**config.mk**
```make
export PLATFORM = sky130hd
export DESIGN_NAME = serial_deser
export DESIGN_NICKNAME = d
export VERILOG_FILES = /design/src/rtl/serial_deser.sv
export SDC_FILE = /design/constraint.sdc
export NUM_CORES = 1
export LEC_CHECK = 0
export BUFFER_PORTS_ARGS = -buffer_cell sky130_fd_sc_hd__clkbuf_2
export CORE_ASPECT_RATIO = 0.7
export CORE_MARGIN = 4
export CORE_UTILIZATION = 53
export CTS_CLUSTER_SIZE = 12
export DETAILED_ROUTE_END_ITERATION = 16
export PLACE_DENSITY = 0.73
export SLEW_MARGIN = 20
export SYNTH_ARGS = -nofsm -noshare
export SYNTH_HDL_FRONTEND = slang
export SYNTH_SLANG_ARGS = --single-unit
```
**constraint.sdc**
```tcl
create_clock -name clk -period 1.74 [get_ports clk]
set_input_delay 0.087 -clock clk [delete_from_list [all_inputs] [get_ports clk]]
set_output_delay 0.087 -clock clk [all_outputs]
set_load 0.02 [all_outputs]
```
**src/rtl/serial_deser.sv**
```systemverilog
// serial_deser: start/data/stop frame receiver with a one-entry valid/ready holding buffer.
// Define SERIAL_DESER_PARITY_EN to add an even-parity bit after the data and a parity_err_o output.
module serial_deser #(
  parameter int WIDTH = 8,
  parameter bit MSB_FIRST = 1'b1
) (
  input  logic             clk,
  input  logic             nrst,
  input  logic             bit_en,
  input  logic             sdi,
  output logic [WIDTH-1:0] data_o,
  output logic             valid_o,
  input  logic             ready_i,
  output logic             busy_o,
  output logic             frame_err_o,
`ifdef SERIAL_DESER_PARITY_EN
  output logic             parity_err_o,
`endif
  output logic             overrun_o
);
  localparam int CW = $clog2(WIDTH);
`ifdef SERIAL_DESER_PARITY_EN
  typedef enum logic [1:0] {IDLE, DATA, PARITY, STOP} state_t;
`else
  typedef enum logic [1:0] {IDLE, DATA, STOP} state_t;
`endif
  state_t state, state_nx;
  logic [WIDTH-1:0] sr, sr_nx;
  logic [CW-1:0] cnt, cnt_nx;
  logic last, good, bad, load;
  assign last = cnt == CW'(WIDTH - 1);
  assign busy_o = state != IDLE;
  // A good frame may load the buffer when it is empty or being drained on this edge
  assign load = good && (!valid_o || ready_i);
`ifdef SERIAL_DESER_PARITY_EN
  logic par, par_nx;
`endif
  always_comb begin
    state_nx = state;
    sr_nx = sr;
    cnt_nx = cnt;
    good = 1'b0;
    bad = 1'b0;
`ifdef SERIAL_DESER_PARITY_EN
    par_nx = par;
`endif
    if (bit_en)
      case (state)
        IDLE: begin
          state_nx = sdi ? IDLE : DATA;
          cnt_nx = sdi ? cnt : '0;
        end
        DATA: begin
          sr_nx = MSB_FIRST ? {sr[WIDTH-2:0], sdi} : {sdi, sr[WIDTH-1:1]};
          cnt_nx = last ? cnt : cnt + 1'b1;
`ifdef SERIAL_DESER_PARITY_EN
          state_nx = last ? PARITY : DATA;
`else
          state_nx = last ? STOP : DATA;
`endif
        end
`ifdef SERIAL_DESER_PARITY_EN
        PARITY: begin
          par_nx = sdi ^ (^sr);
          state_nx = STOP;
        end
`endif
        STOP: begin
          good = sdi;
          bad = !sdi;
          state_nx = IDLE;
        end
        default: state_nx = IDLE;
      endcase
  end
  always_ff @(posedge clk)
    if (!nrst) begin
      state <= IDLE;
      sr <= '0;
      cnt <= '0;
    end else begin
      state <= state_nx;
      sr <= sr_nx;
      cnt <= cnt_nx;
    end
  always_ff @(posedge clk)
    if (!nrst) begin
      data_o <= '0;
      valid_o <= 1'b0;
      frame_err_o <= 1'b0;
      overrun_o <= 1'b0;
    end else begin
      frame_err_o <= bad;
      if (load) data_o <= sr;
      valid_o <= load ? 1'b1 : (valid_o && !ready_i);
      if (good && !load) overrun_o <= 1'b1;
    end
`ifdef SERIAL_DESER_PARITY_EN
  always_ff @(posedge clk)
    if (!nrst) begin
      par <= 1'b0;
      parity_err_o <= 1'b0;
    end else begin
      par <= par_nx;
      parity_err_o <= load ? par : (parity_err_o && !(valid_o && ready_i));
    end
`endif
endmodule
```
==> results of run 1 <==
how the worst min path moves through the flow:
stage	startpoint	to	slack, ps	cells after the start
after global placement	sdi	frame_err_o$_SDFF_PN0_	370	2
after CTS	sdi	frame_err_o$_SDFF_PN0_	10	2
final	sdi	frame_err_o$_SDFF_PN0_	10	2
after detailed placement	sdi	frame_err_o$_SDFF_PN0_	370	2
after global routing	sdi	frame_err_o$_SDFF_PN0_	0.4	2
after floorplan	sdi	frame_err_o$_SDFF_PN0_	170	1
cells in the final DEF (no fill, tap or decap), drive strengths merged:
cell,instances
nand4b,1
o22ai,1
o21ai,1
dfxtp,24
a21oi,1
inv,2
clkbuf,19
bufinv,1
and2,1
nand2b,1
nand3,10
o21a,1
a21boi,8
nor4b,2
nand2,27
ha,2
or2,1
nor2b,3
and2b,1
nand3b,2
nor2,1
mux2i,13
layout make-up:
class / instances / area [um^2]
clock buffer: 3 / 22.5
clock inverter: 1 / 30.0
timing repair buffer: 16 / 80.1
tap: 22 / 27.5
fill: 167 / 704
multi-input combinational: 77 / 502
sequential: 24 / 480
inverter: 2 / 7.51
where the power goes:
part | total (W) | internal, W | switching [W]
combinational | 0.0000524 | 0.0000194 | 0.0000330
clock | 0.000409 | 0.000233 | 0.000175
sequential | 0.000558 | 0.000553 | 0.00000491
total | 0.00102 | 0.000806 | 0.000213
through the flow:
step                std cells  worst slack [ps]  hold WS [ps]  utilization [%]  area (um^2)
detailed placement        141               346           373             59.2         1100
global route              145               203         0.354             62.0         1150
finish                    145               343          12.7             62.0         1150
CTS                       145               312          13.1             62.0         1150
global placement          141               375           368             59.2         1100
floorplan                 111               518           165                -         1040
metal layers:
layer,global-route usage (%),up-vias
li1,-,398
met1,19.2,320
met2,19.0,14
met3,5.14,4
met4,7.79,0
met5,0,-
cell families (layout without fill, tap and decap cells):
group                    Yosys count  after routing  synth area share [%]
buffers and inverters             10             22                  5.53
multiplexers                      13             13                  12.5
AND/OR/NAND/NOR                   50             50                  25.3
adder cells (fa/ha/maj)            2              2                  2.41
flip-flops                        24             24                  46.2
AO/OA/AOI/OAI                     12             12                  8.06
state kept, by name, summed over array words and instances (netlist names):
register,cells
cnt,3
data_o,8
frame_err_o,1
overrun_o,1
sr,8
state,2
valid_o,1
==> out/qor.csv, run 1 <==
stage;metric;value;unit
clock_tree;total CTS buffers;3;
sta;Hold Fails Final Rpt;0;
sta;f_max;716;MHz
floorplanning;Ports;17;
critical_path;Setup crit end kind;flip-flop;
clock_tree;worst skew pair latency;330;ps
logic_synthesis;Synthesis Warnings;0;
routing;met3 wire length;92;um
logic_synthesis;Async SR Flop Fraction;0;%
pwr;Max VDD drop;0.000699;V
critical_path;Worst Setup EP;data_o[5]$_SDFFE_PN0P_;
place;Placer Congestion;0.731;
global_route;initial antenna violation count;0;
critical_path;CP top delay family;simple AND/OR/NAND/NOR gates;
sta;final cycle utilization of the critical path;80.3;%
critical_path;critical path cell sequence;nand4b_4 > nor2b_2 > mux2i_1;
critical_path;slowest cell on the critical path;dfxtp_1;
routing;DRC viols;0;
global_route;GRT Total Usage;14.0;%
logic_synthesis;Netlist Area Pre-Place;1040;um^2
place;IO buf count;16;
critical_path;FF-to-FF Start;state[1]$_SDFFE_PN0P_;
clock_tree;postcts setup bufs;0;
clock_tree;clk slew on worst S/H paths;140;ps
critical_path;CP Class;flip-flop to flip-flop;
sta;Final Skew;10.0;ps
logic_synthesis;Post-Syn Area per Cell;9.37;um^2
job;# Max-Cap Violations;0;
logic_synthesis;synth top area cells;dfxtp_1 46%, mux2i_1 13%, nand2_1 9.7%;
logic_synthesis;post-synth net total;118;
critical_path;Crit Reg-Reg Endpoint;data_o[5]$_SDFFE_PN0P_;
routing;post-route ant nets;0;
logic_synthesis;synth cell count leaders;27 x nand2_1, 24 x dfxtp_1, 13 x mux2i_1, 10 x nand3_1, 8 x a21boi_0;
clock_tree;clk sinks;24;
floorplanning;die width;60.9;um
critical_path;crit path launch type;flip-flop;
pwr;Final Power;0.00102;W
clock_tree;CTS Buffer Depth;2;
critical_path;Critical Path Source;state[1]$_SDFFE_PN0P_;
global_route;largest net degree at the start of global routing;36;
routing;WL/cell;11.5;um
sta;Sum Neg Setup Slack;0;ps
logic_synthesis;post-synth top area share;46.2;%
sta;setup violators final;0;
clock_tree;post-CTS resize count;0;
clock_tree;CTS H-tree depth;1;
pwr;pwr dens;886;nW/um^2
hold_path;Hold WC Path Type;input pin to flip-flop;
routing;final WL;1660;um
logic_synthesis;Post-synth EDFFs;0;
status;status;complete, no violations;
floorplanning;Initial Utilization;56.1;%
sta;Least-Margin Pin Slew;558;ps
clock_tree;TritonCTS clock tree;yes;
clock_tree;hold_buf cts;0;
critical_path;worst endpoint required time;2000;ps
global_route;grt ovf;0;
pwr;leak pwr;0.457;nW
routing;1st-iter DRT viols;18;
logic_synthesis;Top FF cell, synth;dfxtp_1;
logic_synthesis;FF+latch count, synth;24;
cells_and_area;nets@finish;131;
cells_and_area;layout cell share with drive strength beyond 1;19.5;%
logic_synthesis;most common cell in the netlist;nand2_1;
clock_tree;CTS root buffer;clkbuf_4;
routing;Via-to-Cell Ratio;5.08;
logic_synthesis;sequential area share after synthesis;46.2;%
global_route;first-pass GRT wire length;2750;um
critical_path;reg-to-reg setup timing slack;340;ps
critical_path;Crit path largest cell delay;490;ps
routing;vias;736;
floorplanning;row cnt;13;
routing;first-pass iteration count of the detailed router;4;
sta;Max-Slew Margin vs Limit;62.8;%
floorplanning;core box area;1850;um^2
logic_synthesis;cell taking the most area after synthesis;dfxtp_1;
routing;met1 WL;838;um
cells_and_area;area grow syn2layout;10.6;%
critical_path;CP Buf/Inv Count;0;
place;HPWL after DPL;1160;um
sta;max-slew violation count;0;
sta;RSZ-0062 raised after global routing;false;
floorplanning;DIE AREA;2750;um^2
routing;met2 WL;699;um
floorplanning;die height;45.1;um
cells_and_area;antenna cell count;0;
critical_path;Worst Path Arrival;1660;ps
global_route;vias in the first global route;603;
critical_path;R2R depth;3;
routing;max layer used;met4;
logic_synthesis;Post-Synthesis Cells;111;
logic_synthesis;distinct cell type count after synthesis;26;
critical_path;Crit path depth;3;
critical_path;CP Max Fanout;8;
sta;fin crit period;1400;ps
Power figures use the tool's default switching activity.
==> run 2, diff against run 1 <==
clock period = 1.4 ns   (was 1.74 ns; I/O delays follow)
==> out/qor.csv, run 2 (same netlist as run 1, synthesis figures left out) <==
stage;metric;value;unit
status;status;complete, no violations;
sta;Hold Fails Final Rpt;0;
pwr;Max VDD drop;0.000821;V
routing;max layer used;met4;
critical_path;Worst Path Arrival;1520;ps
global_route;vias in the first global route;670;
floorplanning;Initial Utilization;56.1;%
cells_and_area;nets@finish;135;
sta;Sum Neg Setup Slack;0;ps
cells_and_area;antenna cell count;0;
cells_and_area;area grow syn2layout;12.6;%
global_route;first-pass GRT wire length;2950;um
sta;Least-Margin Pin Slew;289;ps
clock_tree;CTS H-tree depth;1;
critical_path;Crit path largest cell delay;340;ps
routing;WL/cell;11.6;um
hold_path;Hold WC Path Type;input pin to flip-flop;
clock_tree;clk sinks;24;
pwr;leak pwr;0.467;nW
global_route;largest net degree at the start of global routing;19;
routing;first-pass iteration count of the detailed router;4;
sta;Max-Slew Margin vs Limit;80.7;%
sta;fin crit period;1310;ps
cells_and_area;FF+latch area;480;um^2
sta;final cycle utilization of the critical path;93.9;%
critical_path;CP Class;flip-flop to flip-flop;
critical_path;critical path cell sequence;ha_1 > ha_1 > mux2i_1 > nand3_2 > mux2i_1;
floorplanning;row cnt;13;
floorplanning;die width;60.9;um
clock_tree;total CTS buffers;3;
floorplanning;Ports;17;
routing;met1 WL;856;um
cells_and_area;layout cell share with drive strength beyond 1;22.2;%
cells_and_area;commonest non-fill, non-tap cell in the layout;nand2_1;
critical_path;worst endpoint required time;1600;ps
routing;met3 wire length;92;um
cells_and_area;Multi-input gate area;508;um^2
routing;final WL;1720;um
floorplanning;core box area;1850;um^2
job;# Max-Cap Violations;0;
global_route;grt ovf;0;
clock_tree;CTS root buffer;clkbuf_4;
cells_and_area;most frequent cells in the layout;27 x nand2_1, 24 x dfxtp_1, 16 x clkbuf_2;
routing;Via-to-Cell Ratio;5.26;
routing;vias;778;
sta;max-slew violation count;0;
routing;post-route ant nets;0;
sta;WHS;74.1;ps
clock_tree;clk slew on worst S/H paths;120;ps
place;Placer Congestion;0.732;
critical_path;crit path launch type;flip-flop;
place;HPWL after DPL;1280;um
critical_path;slowest cell on the critical path;dfxtp_1;
cells_and_area;Regs by FF count;data_o x8, sr x8, cnt x3;
clock_tree;TritonCTS clock tree;yes;
routing;DRC viols;0;
critical_path;CP Max Fanout;3;
cells_and_area;FILL cells;162;
routing;1st-iter DRT viols;18;
floorplanning;die height;45.1;um
critical_path;CP top delay family;adder cells;
floorplanning;DIE AREA;2750;um^2
clock_tree;CTS Buffer Depth;2;
global_route;GRT Total Usage;14.9;%
clock_tree;postcts setup bufs;0;
pwr;pwr dens;900;nW/um^2
sta;setup violators final;0;
clock_tree;worst skew pair latency;300;ps
place;IO buf count;16;
routing;met2 WL;757;um
sta;f_max;761;MHz
sta;Final Skew;2.07;ps
critical_path;Setup crit end kind;flip-flop;
global_route;initial antenna violation count;0;
sta;RSZ-0062 raised after global routing;false;
critical_path;CP Buf/Inv Count;0;
==> run 2: cell count changes in the layout (fill, tap and decap cells not counted), sizes merged <==
cell,before,now
buf,0,3
bufinv,1,0
dlygate4sd3,0,1
==> run 2: path summary, 6_finish.rpt <==
check	slack, ps	cells past startpoint	startpoint	end
min	70	3	ready_i	valid_o$_SDFF_PN0_
min reg2reg	460	2	data_o[2]$_SDFFE_PN0P_	data_o[2]$_SDFFE_PN0P_
max	90	5	cnt[0]$_SDFFE_PN0P_	cnt[2]$_SDFFE_PN0P_
max reg2reg	90	5	cnt[0]$_SDFFE_PN0P_	cnt[2]$_SDFFE_PN0P_
==> run 2: final cells by class <==
class                           instances  share of cell area (%)
Timing Repair Buffer                   20                    10.7
Tap cell                               22                    2.35
Inverter                                2                   0.641
Multi-Input combinational cell         77                    43.4
Sequential cell                        24                    41.0
Clock buffer                            3                    1.92
==> run 2: power by group <==
group | internal (W) | switching [W]
Combinational | 0.0000303 | 0.0000435
Clock | 0.000100 | 0.000187
Sequential | 0.000687 | 0.00000617
Total | 0.000818 | 0.000236
==> run 2: layer usage <==
| metal | vias to the layer above | GRT usage (%) |
|---|---|---|
| met5 | - | 0 |
| met3 | 2 | 6.86 |
| li1 | 405 | - |
| met4 | 0 | 3.90 |
| met2 | 14 | 23.7 |
| met1 | 357 | 18.3 |
==> run 2: worst min-delay path: stages <==
cell and delay, ps:
clkbuf_2 70, nand2b_1 120, a21boi_0 80
==> run 2: per-stage QoR <==
stage | total power [W] | instance area [um^2] | setup WS (ps) | utilization [%] | instances
2_1_floorplan | 0.000763 | 1040 | 178 | - | 111
3_3_place_gp | 0.000777 | 1130 | 135 | 61.1 | 144
3_5_place_dp | 0.000779 | 1130 | 59.6 | 61.1 | 144
4_1_cts | 0.00107 | 1150 | 50.0 | 62.3 | 147
5_1_grt | 0.00111 | 1170 | 7.19 | 63.2 | 148
6_report | 0.00105 | 1170 | 85.6 | 63.2 | 148
==> run 2: timing repair <==
| item | CTS | global route |
|---|---|---|
| setup endpoints to repair | 0 | 5 |
| gates resized for setup | 0 | 2 |
| hold buffers | 0 | 1 |
| endpoints found under the hold margin | 0 | 1 |
==> run 3, diff against run 2 <==
BUFFER_PORTS_ARGS = -buffer_cell sky130_fd_sc_hd__buf_2   (was -buffer_cell sky130_fd_sc_hd__clkbuf_2)
==> out/qor.csv, run 3 (same netlist as run 1, synthesis figures left out) <==
stage;metric;value;unit
cells_and_area;Regs by FF count;data_o x8, sr x8, cnt x3;
place;IO buf count;16;
critical_path;Worst Path Arrival;1580;ps
critical_path;CP Max Fanout;3;
pwr;Max VDD drop;0.000700;V
sta;Sum Neg Setup Slack;0;ps
place;HPWL after DPL;1230;um
cells_and_area;most frequent cells in the layout;27 x nand2_1, 24 x dfxtp_1, 16 x buf_2;
clock_tree;worst skew pair latency;300;ps
floorplanning;Initial Utilization;56.1;%
routing;met3 wire length;98;um
job;# Max-Cap Violations;0;
global_route;initial antenna violation count;0;
place;placed cells;143;
cells_and_area;layout cell share with drive strength beyond 1;20.8;%
cells_and_area;nets@finish;134;
routing;vias;766;
cells_and_area;commonest non-fill, non-tap cell in the layout;nand2_1;
cells_and_area;fin cells;147;
cells_and_area;Multi-input gate area;507;um^2
hold_path;Hold WC Path Type;input pin to flip-flop;
clock_tree;postcts setup bufs;0;
sta;max-slew violation count;0;
pwr;Psw;0.000233;W
cells_and_area;antenna cell count;0;
floorplanning;die width;60.9;um
critical_path;crit path launch type;flip-flop;
cells_and_area;FF+latch area;480;um^2
sta;setup violators final;0;
hold_path;WHS Path Cells;3;
global_route;GRT Total Usage;13.9;%
sta;Least-Margin Pin Slew;360;ps
clock_tree;clk slew on worst S/H paths;110;ps
sta;Hold Fails Final Rpt;0;
routing;1st-iter DRT viols;23;
pwr;Seq pwr share;66.1;%
cells_and_area;area grow syn2layout;11.8;%
cells_and_area;FILL cells;165;
routing;first-pass iteration count of the detailed router;4;
sta;Max-Slew Margin vs Limit;76.0;%
floorplanning;Ports;17;
critical_path;worst endpoint required time;1640;ps
clock_tree;CTS root buffer;clkbuf_4;
place;Placer Congestion;0.736;
sta;Final Skew;1.39;ps
clock_tree;TritonCTS clock tree;yes;
pwr;Final Power;0.00105;W
critical_path;R2R depth;5;
global_route;grt ovf;0;
status;status;complete, no violations;
global_route;largest net degree at the start of global routing;19;
pwr;Logic pwr share;6.8;%
place;Area after DPL;1120;um^2
sta;f_max;743;MHz
pwr;Power Internal;0.000815;W
pwr;pwr dens;902;nW/um^2
routing;max layer used;met4;
sta;fin crit period;1350;ps
pwr;sw frac;22.3;%
clock_tree;clk sinks;24;
cells_and_area;Final Cell Area;1160;um^2
clock_tree;CTS H-tree depth;1;
routing;post-route ant nets;0;
routing;met1 WL;858;um
place;DP Worst Slack;50.2;ps
pwr;clock share of power;27.1;%
floorplanning;die height;45.1;um
routing;WL/cell;11.5;um
floorplanning;DIE AREA;2750;um^2
critical_path;reg-to-reg setup timing slack;50;ps
sta;RSZ-0062 raised after global routing;false;
floorplanning;core box area;1850;um^2
clock_tree;total CTS buffers;3;
global_route;vias in the first global route;679;
sta;final cycle utilization of the critical path;96.1;%
global_route;first-pass GRT wire length;2820;um
floorplanning;row cnt;13;
sta;worst setup margin;54.8;ps
routing;final WL;1700;um
routing;DRC viols;0;
clock_tree;CTS Buffer Depth;2;
routing;met2 WL;728;um
critical_path;Setup crit end kind;flip-flop;
routing;Via-to-Cell Ratio;5.21;
critical_path;CP Class;flip-flop to flip-flop;
pwr;leak pwr;0.473;nW
[run 3: cell types whose count changed in the layout (fill, tap and decap cells not counted), sizes merged]
| cell | change |
|---|---|
| clkbuf | -16 |
| buf | +15 |
[run 3: power groups by stage]
stage | clock, W | sequential, W | combinational, W
6_report | 0.000284 | 0.000693 | 0.0000718
5_1_grt | 0.000328 | 0.000694 | 0.0000771
4_1_cts | 0.000304 | 0.000693 | 0.0000685
3_5_place_dp | 0 | 0.000708 | 0.0000684
3_3_place_gp | 0 | 0.000708 | 0.0000663
2_1_floorplan | 0 | 0.000704 | 0.0000594
[run 3: path summary, 6_finish.rpt]
check,end,startpoint
setup reg to reg,cnt[0]$_SDFFE_PN0P_,cnt[0]$_SDFFE_PN0P_
setup / recovery,cnt[0]$_SDFFE_PN0P_,cnt[0]$_SDFFE_PN0P_
hold / removal,valid_o$_SDFF_PN0_,ready_i
hold reg to reg,data_o[0]$_SDFFE_PN0P_,data_o[0]$_SDFFE_PN0P_
[run 3: cell type report]
type / count / area share, %
Inverter: 2 / 0.646
Timing Repair Buffer: 19 / 10.1
Clock buffer: 3 / 1.94
Multi-Input combinational cell: 77 / 43.6
Sequential cell: 24 / 41.3
Tap cell: 22 / 2.37
[run 3: metrics by stage]
stage | hold slack, ps | utilization (%)
after floorplan | 148 | -
after global placement | 343 | 60.7
after detailed placement | 341 | 60.7
after CTS | 1.30 | 61.9
after global routing | 79.7 | 62.7
final | 77.3 | 62.7
[run 3: per-layer routing]
layer / track usage (%) / vias up
li1: - / 401
met1: 18.2 / 347
met2: 20.9 / 16
met3: 6.00 / 2
met4: 3.90 / 0
met5: 0 / -
[run 3: what timing repair did]
| action | 4_1_cts | 5_1_grt |
|---|---|---|
| gates resized for setup | 0 | 1 |
| endpoints found under the hold margin | 0 | 1 |
| endpoints found under the setup margin | 0 | 3 |
| hold buffers | 0 | 1 |
[run 3: worst max-delay path, cell delays in order (launching register included)]
cell and delay [ps]:
dfxtp_1 340, ha_1 200, ha_1 200, mux2i_1 180
nand3_2 160, mux2i_1 200
